### src/rtl/fb_read_sched.sv
// Frame-buffer read scheduler: issues fixed-length DDR read bursts per frame,
// forwards returned words into the display line FIFO under credit control.
module fb_read_sched #(
    parameter int ADDR_W        = 28,
    parameter int ADDR_PER_WORD = 8,
    parameter int H_WORDS       = 64,
    parameter int V_LINES       = 768,
    parameter int BURST_LEN     = 16,
    parameter int FIFO_DEPTH    = 512,
    parameter int LVL_W         = 10
) (
    input  logic              clk,
    input  logic              nrst,
    input  logic              ddr_init_done,
    input  logic              vs_in,
    input  logic [ADDR_W-1:0] frame_base,
    output logic              cmd_en,
    input  logic              cmd_ready,
    output logic [ADDR_W-1:0] cmd_addr,
    output logic [7:0]        cmd_len,
    input  logic              rd_valid,
    input  logic [255:0]      rd_data,
    input  logic [LVL_W-1:0]  fifo_level,
    output logic              fifo_wr_en,
    output logic [255:0]      fifo_wdata,
    output logic              fifo_clr,
    output logic              frame_done,
    output logic              err_unexp
);

    localparam int TOTAL_WORDS  = H_WORDS * V_LINES;
    localparam int TOTAL_BURSTS = TOTAL_WORDS / BURST_LEN;
    localparam int BCNT_W       = $clog2(TOTAL_BURSTS + 1);
    localparam int WCNT_W       = $clog2(TOTAL_WORDS + 1);
    localparam int OUT_W        = LVL_W + 1;
    localparam int SUM_W        = LVL_W + 2;

    typedef enum logic [2:0] {
        IDLE    = 3'd0,
        WAIT_VS = 3'd1,
        FLUSH   = 3'd2,
        FILL    = 3'd3,
        DONE    = 3'd4
    } state_t;

    state_t             state, state_nx;
    logic               vs_d0;
    logic [ADDR_W-1:0]  base_q, base_nx;
    logic [ADDR_W-1:0]  addr_q, addr_nx;
    logic [BCNT_W-1:0]  burst_cnt, burst_cnt_nx;
    logic [WCNT_W-1:0]  word_cnt, word_cnt_nx;
    logic [OUT_W-1:0]   outstanding, out_nx;
    logic               cmd_en_q, cmd_en_nx;
    logic               flush_req, flush_req_nx;
    logic               wr_en_q, wr_en_nx;
    logic [255:0]       wdata_q;
    logic               frame_done_q, frame_done_nx;
    logic               err_q, err_nx;
    logic [SUM_W-1:0]   credit_sum;

    logic hs, pending, vs_rise, rd_ok, rd_unexp, forward;

    assign hs       = cmd_en_q & cmd_ready;
    assign pending  = cmd_en_q & ~cmd_ready;
    assign vs_rise  = vs_in & ~vs_d0;
    assign rd_ok    = rd_valid && (outstanding != '0);
    assign rd_unexp = rd_valid && (outstanding == '0);
    assign forward  = rd_ok && ((state == FILL) || (state == DONE));

    // Next-state, credit accounting and command issue decision.
    always_comb begin
        state_nx      = state;
        base_nx       = base_q;
        addr_nx       = addr_q;
        burst_cnt_nx  = burst_cnt;
        word_cnt_nx   = word_cnt;
        out_nx        = outstanding;
        flush_req_nx  = flush_req;
        wr_en_nx      = forward;
        frame_done_nx = 1'b0;
        err_nx        = err_q | rd_unexp;
        cmd_en_nx     = 1'b0;
        credit_sum    = '0;

        if (hs) begin
            out_nx       = out_nx + OUT_W'(BURST_LEN);
            addr_nx      = addr_q + ADDR_W'(BURST_LEN * ADDR_PER_WORD);
            burst_cnt_nx = burst_cnt + 1'b1;
        end
        if (rd_ok) begin
            out_nx = out_nx - 1'b1;
        end
        if (forward) begin
            word_cnt_nx = word_cnt + 1'b1;
            if (word_cnt_nx == WCNT_W'(TOTAL_WORDS)) begin
                frame_done_nx = 1'b1;
            end
        end
        if ((state != IDLE) && vs_rise) begin
            base_nx      = frame_base;
            flush_req_nx = 1'b1;
        end

        // A restart waits for any pending command to be accepted first.
        unique case (state)
            IDLE: begin
                if (ddr_init_done) begin
                    state_nx = WAIT_VS;
                end
            end
            WAIT_VS, FILL, DONE: begin
                if (flush_req_nx && !pending) begin
                    state_nx     = FLUSH;
                    flush_req_nx = 1'b0;
                end else if ((state == FILL) && hs &&
                             (burst_cnt_nx == BCNT_W'(TOTAL_BURSTS))) begin
                    state_nx = DONE;
                end
            end
            FLUSH: begin
                flush_req_nx = 1'b0;
                if (out_nx == '0) begin
                    state_nx     = FILL;
                    addr_nx      = base_nx;
                    burst_cnt_nx = '0;
                    word_cnt_nx  = '0;
                end
            end
            default: state_nx = IDLE;
        endcase

        credit_sum = SUM_W'(fifo_level) + SUM_W'(out_nx) + SUM_W'(BURST_LEN);
        if (pending) begin
            cmd_en_nx = 1'b1;
        end else if ((state_nx == FILL) && !flush_req_nx &&
                     (credit_sum <= SUM_W'(FIFO_DEPTH)) &&
                     (burst_cnt_nx < BCNT_W'(TOTAL_BURSTS))) begin
            cmd_en_nx = 1'b1;
        end

        // DDR re-initialisation abandons everything, including a pending command.
        if (!ddr_init_done) begin
            state_nx     = IDLE;
            cmd_en_nx    = 1'b0;
            out_nx       = '0;
            flush_req_nx = 1'b0;
        end
    end

    always_ff @(posedge clk) begin
        if (!nrst) begin
            state        <= IDLE;
            vs_d0        <= 1'b0;
            base_q       <= '0;
            addr_q       <= '0;
            burst_cnt    <= '0;
            word_cnt     <= '0;
            outstanding  <= '0;
            cmd_en_q     <= 1'b0;
            flush_req    <= 1'b0;
            wr_en_q      <= 1'b0;
            wdata_q      <= '0;
            frame_done_q <= 1'b0;
            err_q        <= 1'b0;
        end else begin
            state        <= state_nx;
            vs_d0        <= vs_in;
            base_q       <= base_nx;
            addr_q       <= addr_nx;
            burst_cnt    <= burst_cnt_nx;
            word_cnt     <= word_cnt_nx;
            outstanding  <= out_nx;
            cmd_en_q     <= cmd_en_nx;
            flush_req    <= flush_req_nx;
            wr_en_q      <= wr_en_nx;
            frame_done_q <= frame_done_nx;
            err_q        <= err_nx;
            if (forward) begin
                wdata_q <= rd_data;
            end
        end
    end

    assign cmd_en     = cmd_en_q;
    assign cmd_addr   = addr_q;
    assign cmd_len    = 8'(BURST_LEN);
    assign fifo_wr_en = wr_en_q;
    assign fifo_wdata = wdata_q;
    assign fifo_clr   = (state == FLUSH);
    assign frame_done = frame_done_q;
    assign err_unexp  = err_q;

endmodule
### config.mk
export PLATFORM = sky130hd
export DESIGN_NAME = fb_read_sched
export DESIGN_NICKNAME = d
export VERILOG_FILES = /design/src/rtl/fb_read_sched.sv
export SDC_FILE = /design/constraint.sdc
export NUM_CORES = 1
export LEC_CHECK = 0
export ABC_CLOCK_PERIOD_IN_PS = 4750
export BUFFER_PORTS_ARGS = -buffer_cell sky130_fd_sc_hd__buf_2
export CAP_MARGIN = 20
export CELL_PAD_IN_SITES_DETAIL_PLACEMENT = 2
export CELL_PAD_IN_SITES_GLOBAL_PLACEMENT = 2
export CORE_ASPECT_RATIO = 0.8
export CORE_MARGIN = 2
export CORE_UTILIZATION = 26
export CTS_CLUSTER_DIAMETER = 60
export CTS_CLUSTER_SIZE = 40
export DETAILED_ROUTE_END_ITERATION = 10
export HOLD_SLACK_MARGIN = 0.12
export PLACE_DENSITY = 0.75
export SYNTH_ARGS = -nofsm -noshare
export SYNTH_HDL_FRONTEND = slang
export SYNTH_SLANG_ARGS = --single-unit
### constraint.sdc
create_clock -name clk -period 4.75 [get_ports clk]
set_input_delay 0.475 -clock clk [delete_from_list [all_inputs] [get_ports clk]]
set_output_delay 0.475 -clock clk [all_outputs]
set_load 0.1 [all_outputs]
==> impl_metrics.py, run 1 <==
metrics = {
    "timing": {
        "setup_slack_ps": 225,
        "hold_viol_final": 0,
        "tightest_slew_ps": 1030,
        "timing.fmax_ghz": 0.221,
        "fin_skew_ps": 30.8,
        "post-route-period-util": 0.953,
        "slew_headroom": 0.315,
        "period_minus_slack_ps": 4520,
        "maxSlewViolCount": 0,
        "setup_viol": 0,
    },
    "power": {
        "power_density_mw_per_mm2": 508,
        "power_frac_seq": 0.322,
        "p_sw_frac": 0.388,
        "p_sw_mw": 3.94,
        "p_comb_frac": 0.364,
        "irDropWorstVdd_mv": 0.348,
        "internal_power_mw": 6.20,
        "leakagePower_nw": 8.50,
        "power_frac_clock": 0.314,
    },
    "routing": {
        "wl_per_cell_microns": 19.6,
        "drc_errors": 0,
        "vias": 15100,
        "highest_layer": "met5",
        "dr.pass1.iters": 4,
        "postRouteAntennaNets": 0,
        "vias_per_cell": 4.76,
        "drt-initial-drc-count": 560,
        "route.met3.wl_mm": 4.12,
        "met1_length_mm": 25.0,
        "wirelength_mm": 62.2,
        "route.met2.wl_mm": 31.2,
    },
    "setup_path": {
        "crit_chain": "or4b_1 -> nor2_2 -> nand3_1 -> xor2_2 -> ha_1 -> ha_1 -> and3_1 -> a2111oi_2 -> buf_4 -> mux2i_1 -> o221a_2 -> or4_1 -> a311o_1 -> o21ai_0",
        "critPathLaunchType": "register",
        "endpoint_kind": "register",
        "critical_path_required_ps": 5220,
        "path_class": "register to register",
        "critical-path-max-stage-delay_ps": 590,
        "crit_slowest_cell": "or4b_1",
        "cp_common_cell": "ha_1",
        "rr_worst_depth": 14,
        "cp_max_fo": 6,
        "crit_arrival_ps": 5000,
    },
    "synth": {
        "dominantRegCellSynth": "dfxtp_1",
        "synth_warnings": 0,
        "syn_inst": 1805,
        "ys_seq_area_frac": 0.499,
        "yosysUniqueCellTypes": 75,
        "synth_edf_count": 0,
        "syn-cell-area_sq_mm": 0.0144,
        "async_reset_ff_frac": 0,
        "ys_ff_latch": 360,
        "avgSynthCellArea_sq_um": 8.00,
    },
    "die": {
        "die_w_microns": 268,
        "fp.dieH_microns": 215,
        "rows": 77,
        "initial_core_util": 0.262,
        "die_area_sq_mm": 0.0575,
        "core_area_sq_mm": 0.0551,
        "num_io_pins": 597,
    },
    "hold_path": {
        "hp-class": "primary input to register",
        "holdPathStages": 3,
    },
    "global_routing": {
        "antenna_found_initial": 15,
        "grt_max_degree": 153,
        "grt_overflow": 0,
        "grt_pass1_wl_mm": 95.0,
        "grt_pass1_vias": 16500,
        "grt_usage": 0.209,
    },
    "final_layout": {
        "final_cell_mix": "nand2_1, buf_2, dfxtp_1",
        "postLayoutCoreUtil": 0.362,
        "stdcell_count": 3167,
        "layout_commonest_cell": "nand2_1",
        "areaGrowthSynthToFinish_pct": 38.0,
        "layout-drive-gt1-share": 0.290,
        "final_cell_area_sq_mm": 0.0199,
        "fin_nets": 2709,
    },
    "placed_design": {
        "place_area_sq_mm": 0.0180,
        "place_hpwl_mm": 44.6,
        "dp_cells": 3044,
        "pre_cts_ws_ps": -107,
        "io_buffers": 588,
        "gp_congestion": 0.851,
    },
    "cts": {
        "post_cts_buffers": 0,
        "clk_pin_slew_worst_paths_ps": 80,
        "cts_tree": "built",
        "clock_path_buffers": 3,
        "cts.sinks": 360,
        "h-tree-depth": 2,
        "cts_made_buffers": 35,
        "clk_root_buffer_cell": "clkbuf_16",
        "clk_latency_ps": 560,
    },
    "flow_run": {
        "maxCapViolCount": 0,
    },
    "run_status": {
        "status": "complete, no violations",
    },
}
==> per-stage QoR <==
stage | hold slack [ps] | setup TNS [ps] | power (mW)
2_1_floorplan | 441 | 0 | 5.85
3_3_place_gp | 438 | 0 | 6.65
3_5_place_dp | 447 | -107 | 6.87
4_1_cts | 120 | 0 | 10.2
5_1_grt | 132 | -7.92 | 10.8
6_report | 158 | 0 | 10.1
==> power groups by stage <==
stage / sequential, mW / combinational (mW) / clock, mW
after floorplan: 3.83 / 2.02 / 0
after global placement: 3.30 / 3.34 / 0
after detailed placement: 3.32 / 3.55 / 0
after CTS: 3.25 / 3.62 / 3.28
after global routing: 3.28 / 4.08 / 3.43
final: 3.26 / 3.69 / 3.18
==> what timing repair did <==
item,in CTS,in global routing
gates resized for setup,2,12
hold buffers,50,0
endpoints found under the hold margin,50,0
setup endpoints to repair,1,1
pin swaps,0,1
==> logic make-up after synthesis <==
kind of cell,synth area share
buffers and inverters,0.0441
AND/OR/NAND/NOR,0.233
multiplexers,0.00139
adder cells (fa/ha/maj),0.0239
AO/OA/AOI/OAI,0.161
XOR/XNOR,0.0376
flip-flops,0.499
other,0.000520
==> sequential cells by signal, indices dropped and copies added, names as in the netlist <==
register / cells
base_q: 28
burst_cnt: 12
fifo_wr_en: 1
flush_req: 1
fifo_wdata: 256
cmd_addr: 28
vs_d0: 1
cmd_en: 1
state: 3
err_unexp: 1
word_cnt: 16
frame_done: 1
outstanding: 11
==> per-layer routing <==
metal,up-vias,GRT usage
met3,117,0.0615
met5,-,0
met4,14,0.0655
met2,412,0.378
met1,7381,0.234
li1,7146,-
==> synth_stat cells (3+ instances only) <==
cell | count | area share
a31oi_1 | 7 | 0.0030
and3_1 | 19 | 0.0082
o21ai_0 | 14 | 0.0049
a2bb2oi_1 | 18 | 0.011
nand2_1 | 613 | 0.16
nor2_1 | 59 | 0.015
buf_4 | 10 | 0.0052
a211oi_1 | 3 | 0.0016
xor2_1 | 29 | 0.018
o2111ai_1 | 6 | 0.0036
inv_1 | 28 | 0.0073
or4_1 | 5 | 0.0026
nor4_1 | 6 | 0.0026
xnor2_1 | 33 | 0.020
and2_1 | 9 | 0.0039
a21o_1 | 4 | 0.0021
o32ai_1 | 3 | 0.0018
buf_6 | 5 | 0.0039
nand4_1 | 12 | 0.0052
o22a_1 | 8 | 0.0049
or3_1 | 7 | 0.0030
nor3_1 | 15 | 0.0052
a21oi_1 | 300 | 0.10
dfxtp_1 | 360 | 0.50
nor2b_1 | 7 | 0.0030
clkbuf_1 | 103 | 0.027
a2111oi_0 | 6 | 0.0036
ha_1 | 26 | 0.023
nand3_1 | 26 | 0.0090
nand2b_1 | 7 | 0.0030
==> worst paths after layout <==
check,from,end,slack [ps]
min,rd_data[123],fifo_wdata[123],160
min reg2reg,fifo_wdata[22],fifo_wdata[22],450
max,outstanding[2],cmd_en,230
max reg2reg,outstanding[2],cmd_en,230
==> layout make-up <==
type                       instances  area (sq um)
clock inverter                    27           393
fill                            6427         35200
inverter                          29           116
tap                              750           938
antenna                            8          20.0
multi-input combinational       1302          6690
timing repair buffer             654          3650
clock buffer                      37           905
sequential                       360          7210
==> critical path, delay by kind of cell, from the launching register on <==
| kind | cells | cell delay (ps) |
|---|---|---|
| adders and majority gates | 2 | 670 |
| DFF | 1 | 370 |
| buffers and inverters | 1 | 190 |
| xor gates and xnor gates | 1 | 300 |
| muxes | 1 | 70 |
| and+or+nand+nor | 5 | 1580 |
| AOI/OAI and AO/OA | 4 | 1260 |
Note: power is estimated with default switching activity, not from simulation.
==> run 2: changes to the inputs <==
--- a/config.mk
+++ b/config.mk
@@ -10,7 +10,7 @@
 export CAP_MARGIN = 20
 export CELL_PAD_IN_SITES_DETAIL_PLACEMENT = 2
 export CELL_PAD_IN_SITES_GLOBAL_PLACEMENT = 2
-export CORE_ASPECT_RATIO = 0.8
+export CORE_ASPECT_RATIO = 1.75
 export CORE_MARGIN = 2
 export CORE_UTILIZATION = 26
 export CTS_CLUSTER_DIAMETER = 60
@@ -18,6 +18,7 @@
 export DETAILED_ROUTE_END_ITERATION = 10
 export HOLD_SLACK_MARGIN = 0.12
 export PLACE_DENSITY = 0.75
+export RECOVER_POWER = 50
 export SYNTH_ARGS = -nofsm -noshare
 export SYNTH_HDL_FRONTEND = slang
 export SYNTH_SLANG_ARGS = --single-unit
==> run 2 against run 1 <==
  * Cell count up 3.2%
  * Clock skew decreased by 4.1 ps
  * First-iteration DRC count decreased by 17%
  * Utilization is 1.7 points higher
  * Global-route usage rose by 2.6 points
  * Setup slack improved by 23 ps
  * Via count grew 6.4%
  * Cell area grew 4.5%
==> impl_metrics.py, run 2 (synthesis results as in run 1) <==
metrics = {
    "die": {
        "initial_core_util": 0.262,
        "core_area_sq_mm": 0.0551,
        "die_area_sq_mm": 0.0575,
        "die_w_microns": 182,
        "rows": 114,
        "fp.dieH_microns": 316,
        "num_io_pins": 597,
    },
    "routing": {
        "vias_per_cell": 4.91,
        "drt-initial-drc-count": 465,
        "drc_errors": 0,
        "dr.pass1.iters": 5,
        "postRouteAntennaNets": 0,
        "wl_per_cell_microns": 21.6,
        "vias": 16000,
        "wirelength_mm": 70.4,
    },
    "setup_path": {
        "path_delay_family": "simple AND/OR/NAND/NOR gates",
        "r2r_end": "cmd_en",
        "regToRegSetupSlack_ps": 250,
        "critical_path_required_ps": 5250,
        "critical_path_cell_count": 16,
        "path_class": "register to register",
        "cp-endpoint": "cmd_en",
        "worstReg2RegStart": "outstanding[9]",
        "crit_arrival_ps": 5000,
        "crit_buf_inv": 1,
        "critPathLaunchType": "register",
        "rr_worst_depth": 16,
        "crit_slowest_cell": "nor4_1",
        "endpoint_kind": "register",
        "critical-path-max-stage-delay_ps": 580,
        "crit_chain": "nor4_1 -> nand3_1 -> and2_2 -> nor2_1 -> a21oi_1 -> ha_1 -> ha_1 -> inv_1 -> fa_1 -> nor2b_1 -> o2111ai_1 -> nand4_1 -> nand4_1 -> or4_1 -> a311o_1 -> o21ai_0",
        "critPathLaunch": "outstanding[9]",
        "cp_max_fo": 5,
    },
    "final_layout": {
        "stdcell_count": 3268,
        "final_cell_mix": "nand2_1, dfxtp_1, buf_2",
        "multi_input_area_sq_mm": 0.00667,
        "layout_commonest_cell": "nand2_1",
        "seqCellArea_sq_mm": 0.00721,
        "areaGrowthSynthToFinish_pct": 44.2,
        "num-fill-cells": 6373,
        "fin_nets": 2868,
        "layout-drive-gt1-share": 0.167,
        "largest_register_ffs": 256,
    },
    "global_routing": {
        "antenna_found_initial": 15,
        "grt_usage": 0.235,
        "grt_max_degree": 167,
        "grt_pass1_wl_mm": 106,
        "grt_overflow": 0,
        "grt_pass1_vias": 18400,
    },
    "placed_design": {
        "dp_cells": 2992,
        "place_hpwl_mm": 45.8,
        "io_buffers": 588,
        "gp_congestion": 0.832,
        "pre_cts_ws_ps": -12.9,
    },
    "power": {
        "power_frac_clock": 0.266,
        "power_density_mw_per_mm2": 468,
        "p_sw_frac": 0.398,
        "p_comb_frac": 0.399,
        "power_frac_seq": 0.335,
        "p_sw_mw": 3.88,
        "leakagePower_nw": 7.89,
        "finalPower_mw": 9.75,
        "irDropWorstVdd_mv": 0.259,
        "internal_power_mw": 5.86,
    },
    "timing": {
        "tns_ps": 0,
        "maxSlewViolCount": 0,
        "timing.fmax_ghz": 0.222,
        "slew_headroom": 0.0507,
        "holdWs_ps": 152,
        "setup_slack_ps": 248,
        "hold_viol_final": 0,
        "period_minus_slack_ps": 4500,
        "post-route-period-util": 0.948,
        "fin_skew_ps": 26.6,
        "tightest_slew_ps": 1420,
        "setup_viol": 0,
    },
    "flow_run": {
        "maxCapViolCount": 0,
    },
    "cts": {
        "clk_pin_slew_worst_paths_ps": 80,
        "h-tree-depth": 1,
        "clock_path_buffers": 3,
        "cts.sinks": 360,
        "cts_made_buffers": 30,
        "clk_root_buffer_cell": "clkbuf_16",
        "cts_tree": "built",
        "clk_latency_ps": 590,
    },
    "run_status": {
        "status": "complete, no violations",
    },
    "hold_path": {
        "hp-class": "primary input to register",
    },
}
-- run 2: what timing repair did --
item                                   CTS  global route
endpoints found under the hold margin  212             0
setup buffers                            0             0
setup endpoints to repair                1             1
resized for setup                        1             7
hold buffers                           212             0
-- run 2: worst register-to-register path: stages, from the launching register on --
cell	delay [ps]
dfxtp_1	370
nor4_1	580
nand3_1	230
and2_2	300
nor2_1	110
a21oi_1	70
ha_1	300
ha_1	190
inv_1	60
fa_1	440
nor2b_1	210
o2111ai_1	200
nand4_1	160
nand4_1	160
or4_1	530
a311o_1	360
o21ai_0	140
-- run 2: area by class of cell --
cell class / count / area share
Sequential cell: 360 / 0.346
Multi-Input combinational cell: 1302 / 0.320
Timing Repair Buffer: 818 / 0.238
Tap cell: 696 / 0.0418
Clock buffer: 36 / 0.0396
Clock inverter: 14 / 0.00733
Inverter: 29 / 0.00559
Antenna cell: 13 / 0.00156
-- run 2: how the worst min path moves through the flow --
| stage | start | to | slack, ps | depth (start not counted) |
|---|---|---|---|---|
| 6_report | rd_data[33] | fifo_wdata[33] | 150 | 3 |
| 5_1_grt | rd_data[217] | fifo_wdata[217] | 130 | 3 |
| 4_1_cts | rd_data[241] | fifo_wdata[241] | 120 | 3 |
| 3_5_place_dp | fifo_wdata[207] | fifo_wdata[207] | 450 | 2 |
| 3_3_place_gp | fifo_wdata[184] | fifo_wdata[184] | 440 | 2 |
| 2_1_floorplan | base_q[12] | base_q[12] | 440 | 2 |
-- run 2: per-stage QoR --
| stage | utilization | instance area [sq um] |
|---|---|---|
| 2_1_floorplan | - | 14500 |
| 6_report | 0.378 | 20800 |
| 5_1_grt | 0.378 | 20800 |
| 4_1_cts | 0.383 | 21100 |
| 3_3_place_gp | 0.326 | 18000 |
| 3_5_place_dp | 0.326 | 18000 |
-- run 2: power by group through the flow --
| stage | combinational, mW | sequential (mW) | clock [mW] |
|---|---|---|---|
| floorplan | 2.02 | 3.83 | 0 |
| global placement | 3.54 | 3.30 | 0 |
| detailed placement | 3.70 | 3.32 | 0 |
| CTS | 3.87 | 3.25 | 2.68 |
| global route | 4.20 | 3.28 | 2.79 |
| finish | 3.89 | 3.26 | 2.59 |
-- run 2: layer usage --
layer	track usage	vias up	wire length (microns)	part of all wire
met5	0	-	27	0.00038
met4	0.129	4	4000	0.057
met3	0.0487	189	3760	0.053
met2	0.467	556	38800	0.55
met1	0.221	7827	23900	0.34
li1	-	7461	-	-
